<file path="src/rtl/led_indicator_pkg.sv">
// ---------------------------------------------------------------------------
// led_indicator_pkg
//
// Shared types and constants for the LED indicator controller:
//   - led_mode_e   : per-channel mode codes (codes 5..7 are not members and
//                    decode as OFF)
//   - MODE_W       : width of one channel's mode field
//   - breath_dir_e : direction of the breathing triangle
//   - cnt_width()  : counter width for a counter that counts 0..terminal-1
//
// Optional feature macro used by this slice: LED_BREATH_EN
// ---------------------------------------------------------------------------
package led_indicator_pkg;

    localparam int MODE_W = 3;

    typedef enum logic [MODE_W-1:0] {
        MODE_OFF    = 3'd0,
        MODE_SOLID  = 3'd1,
        MODE_BLINK  = 3'd2,
        MODE_BREATH = 3'd3,
        MODE_AUTO   = 3'd4
    } led_mode_e;

    typedef enum logic {
        DIR_UP   = 1'b0,
        DIR_DOWN = 1'b1
    } breath_dir_e;

    // Width of a counter whose terminal value is 'terminal'; never below 1 bit
    // so degenerate configurations still produce a legal vector.
    function automatic int cnt_width(input int terminal);
        return (terminal <= 1) ? 1 : $clog2(terminal);
    endfunction

endpackage : led_indicator_pkg

</file>
<file path="src/rtl/led_breath_gen.sv">
// ---------------------------------------------------------------------------
// led_breath_gen
//
// Shared breathing generator: a free-running PWM counter, a step prescaler
// counting PWM periods, and an UP/DOWN direction FSM that walks the duty
// cycle 0..PWM_MAX..0 as a triangle. The duty register only changes on the
// last cycle of a PWM period, so a new duty always starts with a fresh period.
//
// Instantiated by led_indicator only when LED_BREATH_EN is defined.
//
// Ports:
//   clk      in   system clock
//   rst_n    in   asynchronous active-low reset
//   sync_i   in   restart pulse: clears counters and duty, FSM back to UP
//   pwm_out  out  PWM level for the current duty (combinational from regs)
// ---------------------------------------------------------------------------
module led_breath_gen
    import led_indicator_pkg::*;
#(
    parameter int PWM_BITS     = 3,
    parameter int STEP_PERIODS = 1
) (
    input  logic clk,
    input  logic rst_n,
    input  logic sync_i,
    output logic pwm_out
);

    localparam int PWM_MAX = (1 << PWM_BITS) - 1;
    localparam int PWM_CW  = cnt_width(PWM_MAX);
    localparam int STEP_CW = cnt_width(STEP_PERIODS);

    logic [PWM_CW-1:0]   pwm_cnt_q,  pwm_cnt_d;
    logic [STEP_CW-1:0]  step_cnt_q, step_cnt_d;
    logic [PWM_BITS-1:0] duty_q,     duty_d;
    breath_dir_e         dir_q,      dir_d;

    logic pwm_wrap;
    logic step_evt;

    // NOTE: every signal assigned in an always_comb gets a default at the top,
    // so no path through the block leaves it unassigned and no latch appears.
    always_comb begin
        pwm_wrap   = (pwm_cnt_q == PWM_CW'(PWM_MAX - 1));
        step_evt   = pwm_wrap && (step_cnt_q == STEP_CW'(STEP_PERIODS - 1));

        pwm_cnt_d  = pwm_wrap ? '0 : pwm_cnt_q + 1'b1;
        step_cnt_d = step_cnt_q;
        duty_d     = duty_q;
        dir_d      = dir_q;

        if (step_evt) begin
            step_cnt_d = '0;
        end else if (pwm_wrap) begin
            step_cnt_d = step_cnt_q + 1'b1;
        end

        // At either end of the triangle the turning step holds the duty, so
        // both extremes are shown for two consecutive steps.
        if (step_evt) begin
            case (dir_q)
                DIR_UP: begin
                    if (duty_q != '1) duty_d = duty_q + 1'b1;
                    else              dir_d  = DIR_DOWN;
                end
                DIR_DOWN: begin
                    if (duty_q != '0) duty_d = duty_q - 1'b1;
                    else              dir_d  = DIR_UP;
                end
                default: dir_d = DIR_UP;
            endcase
        end

        // Restart wins over any wrap or step landing on the same cycle.
        if (sync_i) begin
            pwm_cnt_d  = '0;
            step_cnt_d = '0;
            duty_d     = '0;
            dir_d      = DIR_UP;
        end
    end

    // NOTE: state registers use non-blocking assignments so every flop
    // samples the pre-edge value of every other flop, independent of order.
    always_ff @(posedge clk or negedge rst_n) begin
        if (!rst_n) begin
            pwm_cnt_q  <= '0;
            step_cnt_q <= '0;
            duty_q     <= '0;
            dir_q      <= DIR_UP;
        end else begin
            pwm_cnt_q  <= pwm_cnt_d;
            step_cnt_q <= step_cnt_d;
            duty_q     <= duty_d;
            dir_q      <= dir_d;
        end
    end

    // pwm_cnt never reaches PWM_MAX, so duty PWM_MAX is lit for the whole
    // period and duty 0 never lights.
    assign pwm_out = (pwm_cnt_q < duty_q);

endmodule : led_breath_gen

</file>
<file path="src/rtl/led_indicator.sv">
// ---------------------------------------------------------------------------
// led_indicator
//
// Multi-channel LED indicator controller. All channels share one blink
// timebase and (optionally) one breathing generator so patterns stay in phase
// across the panel. Each channel picks OFF / SOLID / BLINK / BREATH / AUTO;
// AUTO derives the pattern from fan enable, charger and battery level. The
// LED outputs are registered: an input change shows one clock later.
//
// Optional feature macro: LED_BREATH_EN
//   defined   : led_breath_gen is built and drives BREATH patterns.
//   undefined : no breath generator; BREATH and AUTO-while-charging show
//               SOLID, and sync only restarts the blink timebase.
//
// Ports:
//   clk       in   system clock (100 Hz)
//   rst_n     in   asynchronous active-low reset
//   fan_en    in   fan not in neutral; AUTO channels dark when 0
//   battery   in   battery level 0..255
//   charging  in   charger active
//   sync      in   single-cycle pulse restarting both timebases
//   mode      in   per-channel mode, channel i at [3i+2:3i]
//   led       out  LED drive per channel, 1 = lit
// ---------------------------------------------------------------------------
module led_indicator
    import led_indicator_pkg::*;
#(
    parameter int NUM_CH       = 3,
    parameter int PWM_BITS     = 3,
    parameter int STEP_PERIODS = 1,
    parameter int BLINK_HALF   = 25,
    parameter int LOW_THR      = 25,
    parameter int FULL_LVL     = 99
) (
    input  logic                     clk,
    input  logic                     rst_n,
    input  logic                     fan_en,
    input  logic [7:0]               battery,
    input  logic                     charging,
    input  logic                     sync,
    input  logic [MODE_W*NUM_CH-1:0] mode,
    output logic [NUM_CH-1:0]        led
);

    localparam int         BLINK_CW = cnt_width(BLINK_HALF);
    localparam logic [7:0] LOW_LVL  = 8'(LOW_THR);
    localparam logic [7:0] FULL_BAT = 8'(FULL_LVL);

    // Reject parameter sets the pattern logic cannot represent.
    if (BLINK_HALF < 1 || STEP_PERIODS < 1 || PWM_BITS < 1 ||
        FULL_LVL <= LOW_THR || FULL_LVL > 255 || LOW_THR < 0) begin : g_bad_cfg
        $error("led_indicator: illegal parameter combination");
    end

    // -----------------------------------------------------------------------
    // Blink timebase
    // -----------------------------------------------------------------------
    logic [BLINK_CW-1:0] blink_cnt_q, blink_cnt_d;
    logic                blink_phase_q, blink_phase_d;
    logic                blink_wrap;

    always_comb begin
        blink_wrap    = (blink_cnt_q == BLINK_CW'(BLINK_HALF - 1));
        blink_cnt_d   = blink_wrap ? '0 : blink_cnt_q + 1'b1;
        blink_phase_d = blink_phase_q ^ blink_wrap;

        if (sync) begin
            blink_cnt_d   = '0;
            blink_phase_d = 1'b0;
        end
    end

    always_ff @(posedge clk or negedge rst_n) begin
        if (!rst_n) begin
            blink_cnt_q   <= '0;
            blink_phase_q <= 1'b0;
        end else begin
            blink_cnt_q   <= blink_cnt_d;
            blink_phase_q <= blink_phase_d;
        end
    end

    // -----------------------------------------------------------------------
    // Breathing level
    // -----------------------------------------------------------------------
    logic breath_lvl;

`ifdef LED_BREATH_EN
    led_breath_gen #(
        .PWM_BITS     (PWM_BITS),
        .STEP_PERIODS (STEP_PERIODS)
    ) u_breath_gen (
        .clk     (clk),
        .rst_n   (rst_n),
        .sync_i  (sync),
        .pwm_out (breath_lvl)
    );
`else
    // With no generator, anything that would breathe is simply lit.
    assign breath_lvl = 1'b1;
`endif

    // -----------------------------------------------------------------------
    // AUTO pattern: shared by every AUTO channel, first match wins
    // -----------------------------------------------------------------------
    logic auto_lvl;

    always_comb begin
        auto_lvl = 1'b0;
        if (!fan_en) begin
            auto_lvl = 1'b0;
        end else if (charging && (battery < FULL_BAT)) begin
            auto_lvl = breath_lvl;
        end else if (battery >= FULL_BAT) begin
            auto_lvl = 1'b1;
        end else if (battery <= LOW_LVL) begin
            auto_lvl = blink_phase_q;
        end else begin
            auto_lvl = 1'b1;
        end
    end

    // -----------------------------------------------------------------------
    // Per-channel decode and output register
    // -----------------------------------------------------------------------
    logic [NUM_CH-1:0] led_d, led_q;

    always_comb begin
        led_d = '0;
        for (int i = 0; i < NUM_CH; i++) begin
            case (mode[i*MODE_W +: MODE_W])
                MODE_SOLID:  led_d[i] = 1'b1;
                MODE_BLINK:  led_d[i] = blink_phase_q;
                MODE_BREATH: led_d[i] = breath_lvl;
                MODE_AUTO:   led_d[i] = auto_lvl;
                default:     led_d[i] = 1'b0;   // OFF and unused codes 5..7
            endcase
        end
    end

    always_ff @(posedge clk or negedge rst_n) begin
        if (!rst_n) begin
            led_q <= '0;
        end else begin
            led_q <= led_d;
        end
    end

    assign led = led_q;

endmodule : led_indicator

</file>
<file path="config.mk">
export PLATFORM = sky130hd
export DESIGN_NAME = led_indicator
export DESIGN_NICKNAME = d
export VERILOG_FILES = /design/src/rtl/led_indicator_pkg.sv /design/src/rtl/led_breath_gen.sv /design/src/rtl/led_indicator.sv
export SDC_FILE = /design/constraint.sdc
export NUM_CORES = 1
export LEC_CHECK = 0
export ABC_CLOCK_PERIOD_IN_PS = 1400
export CAP_MARGIN = 5
export CORE_MARGIN = 2
export CORE_UTILIZATION = 34
export DETAILED_ROUTE_END_ITERATION = 12
export DONT_BUFFER_PORTS = 1
export GPL_TIMING_DRIVEN = 0
export PLACE_DENSITY = 0.47
export SLEW_MARGIN = 20
export SYNTH_ARGS = -nofsm -noshare
export SYNTH_HDL_FRONTEND = slang
export SYNTH_HIERARCHICAL = 1
export SYNTH_SLANG_ARGS = --single-unit
</file>
<file path="constraint.sdc">
create_clock -name clk -period 1.4 [get_ports clk]
set_input_delay 0.21 -clock clk [delete_from_list [all_inputs] [get_ports clk]]
set_output_delay 0.21 -clock clk [all_outputs]
set_load 0.02 [all_outputs]
</file>
==> out/results.tsv <==
metric	value	unit
H-tree levels	1	
RSZ-0062 raised after global routing	no	
CTS tree	yes	
grt ovf	0	
layout cells sized above 1	0.0784	
CP Class	flip-flop to flip-flop	
post-cts gate resize count	0	
Req. time, crit path	1.53	ns
CP max FO	5	
Synth Flop Type	dfrtp_1	
die area	1720	um^2
hold_sp	sync	
ys async rst share	1.00	
setup_tns	0	ns
Lkg Pwr	0.220	nW
sequential area share after synthesis	0.472	
number of I/O pins	25	
nets	76	
Die Y	41.4	um
clock-pin transition on the worst setup and hold timing paths	0.06	ns
Power Dens Cells	983	nW/um^2
Synth Instances	44	
WP data arrival	1.49	ns
worst-skew pair later-pin latency	0.26	ns
final setup violating endpoints	0	
synthesized area per cell	10.8	um^2
Yosys top cell area share	0.472	
GRT Max-Usage Layer	met2	
largest net degree at the start of global routing	10	
Worst Tran Pin Value	0.412	ns
Yosys warning total	6	
via density per instance	5.97	
#FFs+latches synth	9	
Final Max Slew Viols	0	
Hold Crit Depth	1	
GR Util met2	0.181	
first-pass GRT wire length	1610	um
core footprint	1300	um^2
area growth from synthesis to layout	15.7	%
Post-DP HPWL	767	um
Worst Skew	0.00336	ns
row cnt	13	
outcome	finished, final reports clean	
count of different cell masters after synthesis	21	
clk sinks	9	
met1 usage	0.166	
max_slew headroom	0.725	
clock root cell	clkbuf_4	
Startpoint Class	flip-flop	
crit end category	flip-flop	
WL final	1010	um
Tmin final	1.36	ns
Max Clk Rate	736	MHz
Post-Synthesis Net Count	68	
Max Cap Viol	0	
wire per inst	15.3	um
Synth area leader	dfrtp_1	
Die X	41.4	um
Setup WS post-layout	0.0414	ns
GRT Total Usage	0.122	
CTS buffer count	3	
Mapped Area	477	um^2
Placement Setup Slack	0.0810	ns
flop2flop setup slack	0.04	ns
Antenna Nets Post-Route	0	
Max clock buf depth	2	
final hold violations	0	
Finished Layout Cells	66	
antenna violations before repair	0	
initial DRC count	12	
Starting Density	0.366	
DRC	0	
Peak VDD IR	0.000400	V
met3 GRT Util	0.0304	
ANT cells	0	
Final GP Congestion	0.739	
Port Buffers	0	
DR vias	394	
worst r2r dst	led[1]$_DFF_PN0_	
most frequent cell after synthesis	dfrtp_1	
r2r worst-path depth	3	
Final Cycle Share	0.970	
Hold Path Sink	blink_phase_q$_DFF_PN0_	
number of global-route vias before repair	360	
Post-synth EDFFs	0	
First-pass DRT Iterations	4	
ranking of synthesized cells by area	dfrtp_1, nand4bb_1, nand4b_1	
Post-Place Cells	59	
worst r2r src	blink_phase_q$_DFF_PN0_	
Hold Path Class	primary input to flip-flop	
==> cell type report <==
| cell class | instances | area, um^2 |
|---|---|---|
| timing repair buffer | 3 | 30.0 |
| buffer | 1 | 3.75 |
| inverter | 2 | 7.51 |
| clock buffer | 4 | 26.3 |
| tap | 15 | 18.8 |
| sequential | 9 | 225 |
| fill | 140 | 749 |
| multi-input combinational | 32 | 240 |
==> routing by layer <==
layer / vias up / wire (um)
met2: 16 / 493
met5: - / 0
met4: 0 / 19
met1: 192 / 447
li1: 184 / -
met3: 2 / 46
==> sequential cells by signal, indices dropped and copies added (netlist names) <==
signal and flops:
blink_cnt_q 5, blink_phase_q 1, led 3
==> what timing repair did <==
action	4_1_cts	5_1_grt
hold buffers	2	1
hold endpoints to repair	11	1
buffers inserted	0	0
endpoints found under the setup margin	0	0
==> cells in the final DEF (no fill, tap or decap) <==
master,instances
clkbuf_1,2
o211ai_1,1
a21oi_1,3
mux2i_1,1
o211a_1,1
dlygate4sd3_1,3
o21ai_0,1
nand3b_1,2
nand4bb_1,3
xor2_1,1
a31oi_1,3
nor2b_1,1
inv_1,2
o22ai_1,3
nor2_1,2
dfrtp_1,9
nand2_1,2
nor3b_1,1
clkbuf_4,3
ha_1,2
nand4b_1,3
nor3_2,1
or4_1,1
==> worst max-delay path by stage <==
| stage | to | cells after the start | slack (ns) | startpoint |
|---|---|---|---|---|
| global placement | led[1]$_DFF_PN0_ | 3 | 0.11 | blink_phase_q$_DFF_PN0_ |
| global route | led[1]$_DFF_PN0_ | 3 | 0.007 | blink_phase_q$_DFF_PN0_ |
| CTS | led[1]$_DFF_PN0_ | 3 | 0.07 | blink_phase_q$_DFF_PN0_ |
| finish | led[1]$_DFF_PN0_ | 3 | 0.04 | blink_phase_q$_DFF_PN0_ |
| floorplan | led[0]$_DFF_PN0_ | 3 | 0.18 | blink_phase_q$_DFF_PN0_ |
| detailed placement | led[1]$_DFF_PN0_ | 3 | 0.08 | blink_phase_q$_DFF_PN0_ |
==> report_power, final <==
| group | switching, mW | internal [mW] |
|---|---|---|
| logic | 0.0264 | 0.0276 |
| clock network | 0.0902 | 0.110 |
| registers | 0.0156 | 0.273 |
==> metrics by stage <==
step,hold slack (ns),instance area (um^2),total power [mW],util
2_1_floorplan,-0.0856,477,0.327,-
3_3_place_gp,-0.0854,495,0.332,0.381
3_5_place_dp,-0.0854,495,0.335,0.381
4_1_cts,0.00137,542,0.549,0.416
5_1_grt,0.0000220,552,0.581,0.424
6_report,0.0121,552,0.543,0.424
==> logic make-up (layout without fill, tap and decap cells) <==
logic type,after synthesis,after routing,synth area share
compound gates,12,12,0.157
xor+xnor,1,1,0.0184
fa+ha+maj,2,2,0.0525
buf+inv,3,10,0.0236
flops,9,9,0.472
mux,1,1,0.0210
simple gates,16,16,0.255
==> critical path, stage by stage (launching register included) <==
cell     delay (ns)
dfrtp_1        0.43
or4_1          0.44
nor3_2         0.25
o22ai_1        0.11
(Power assumes the default switching activity.)
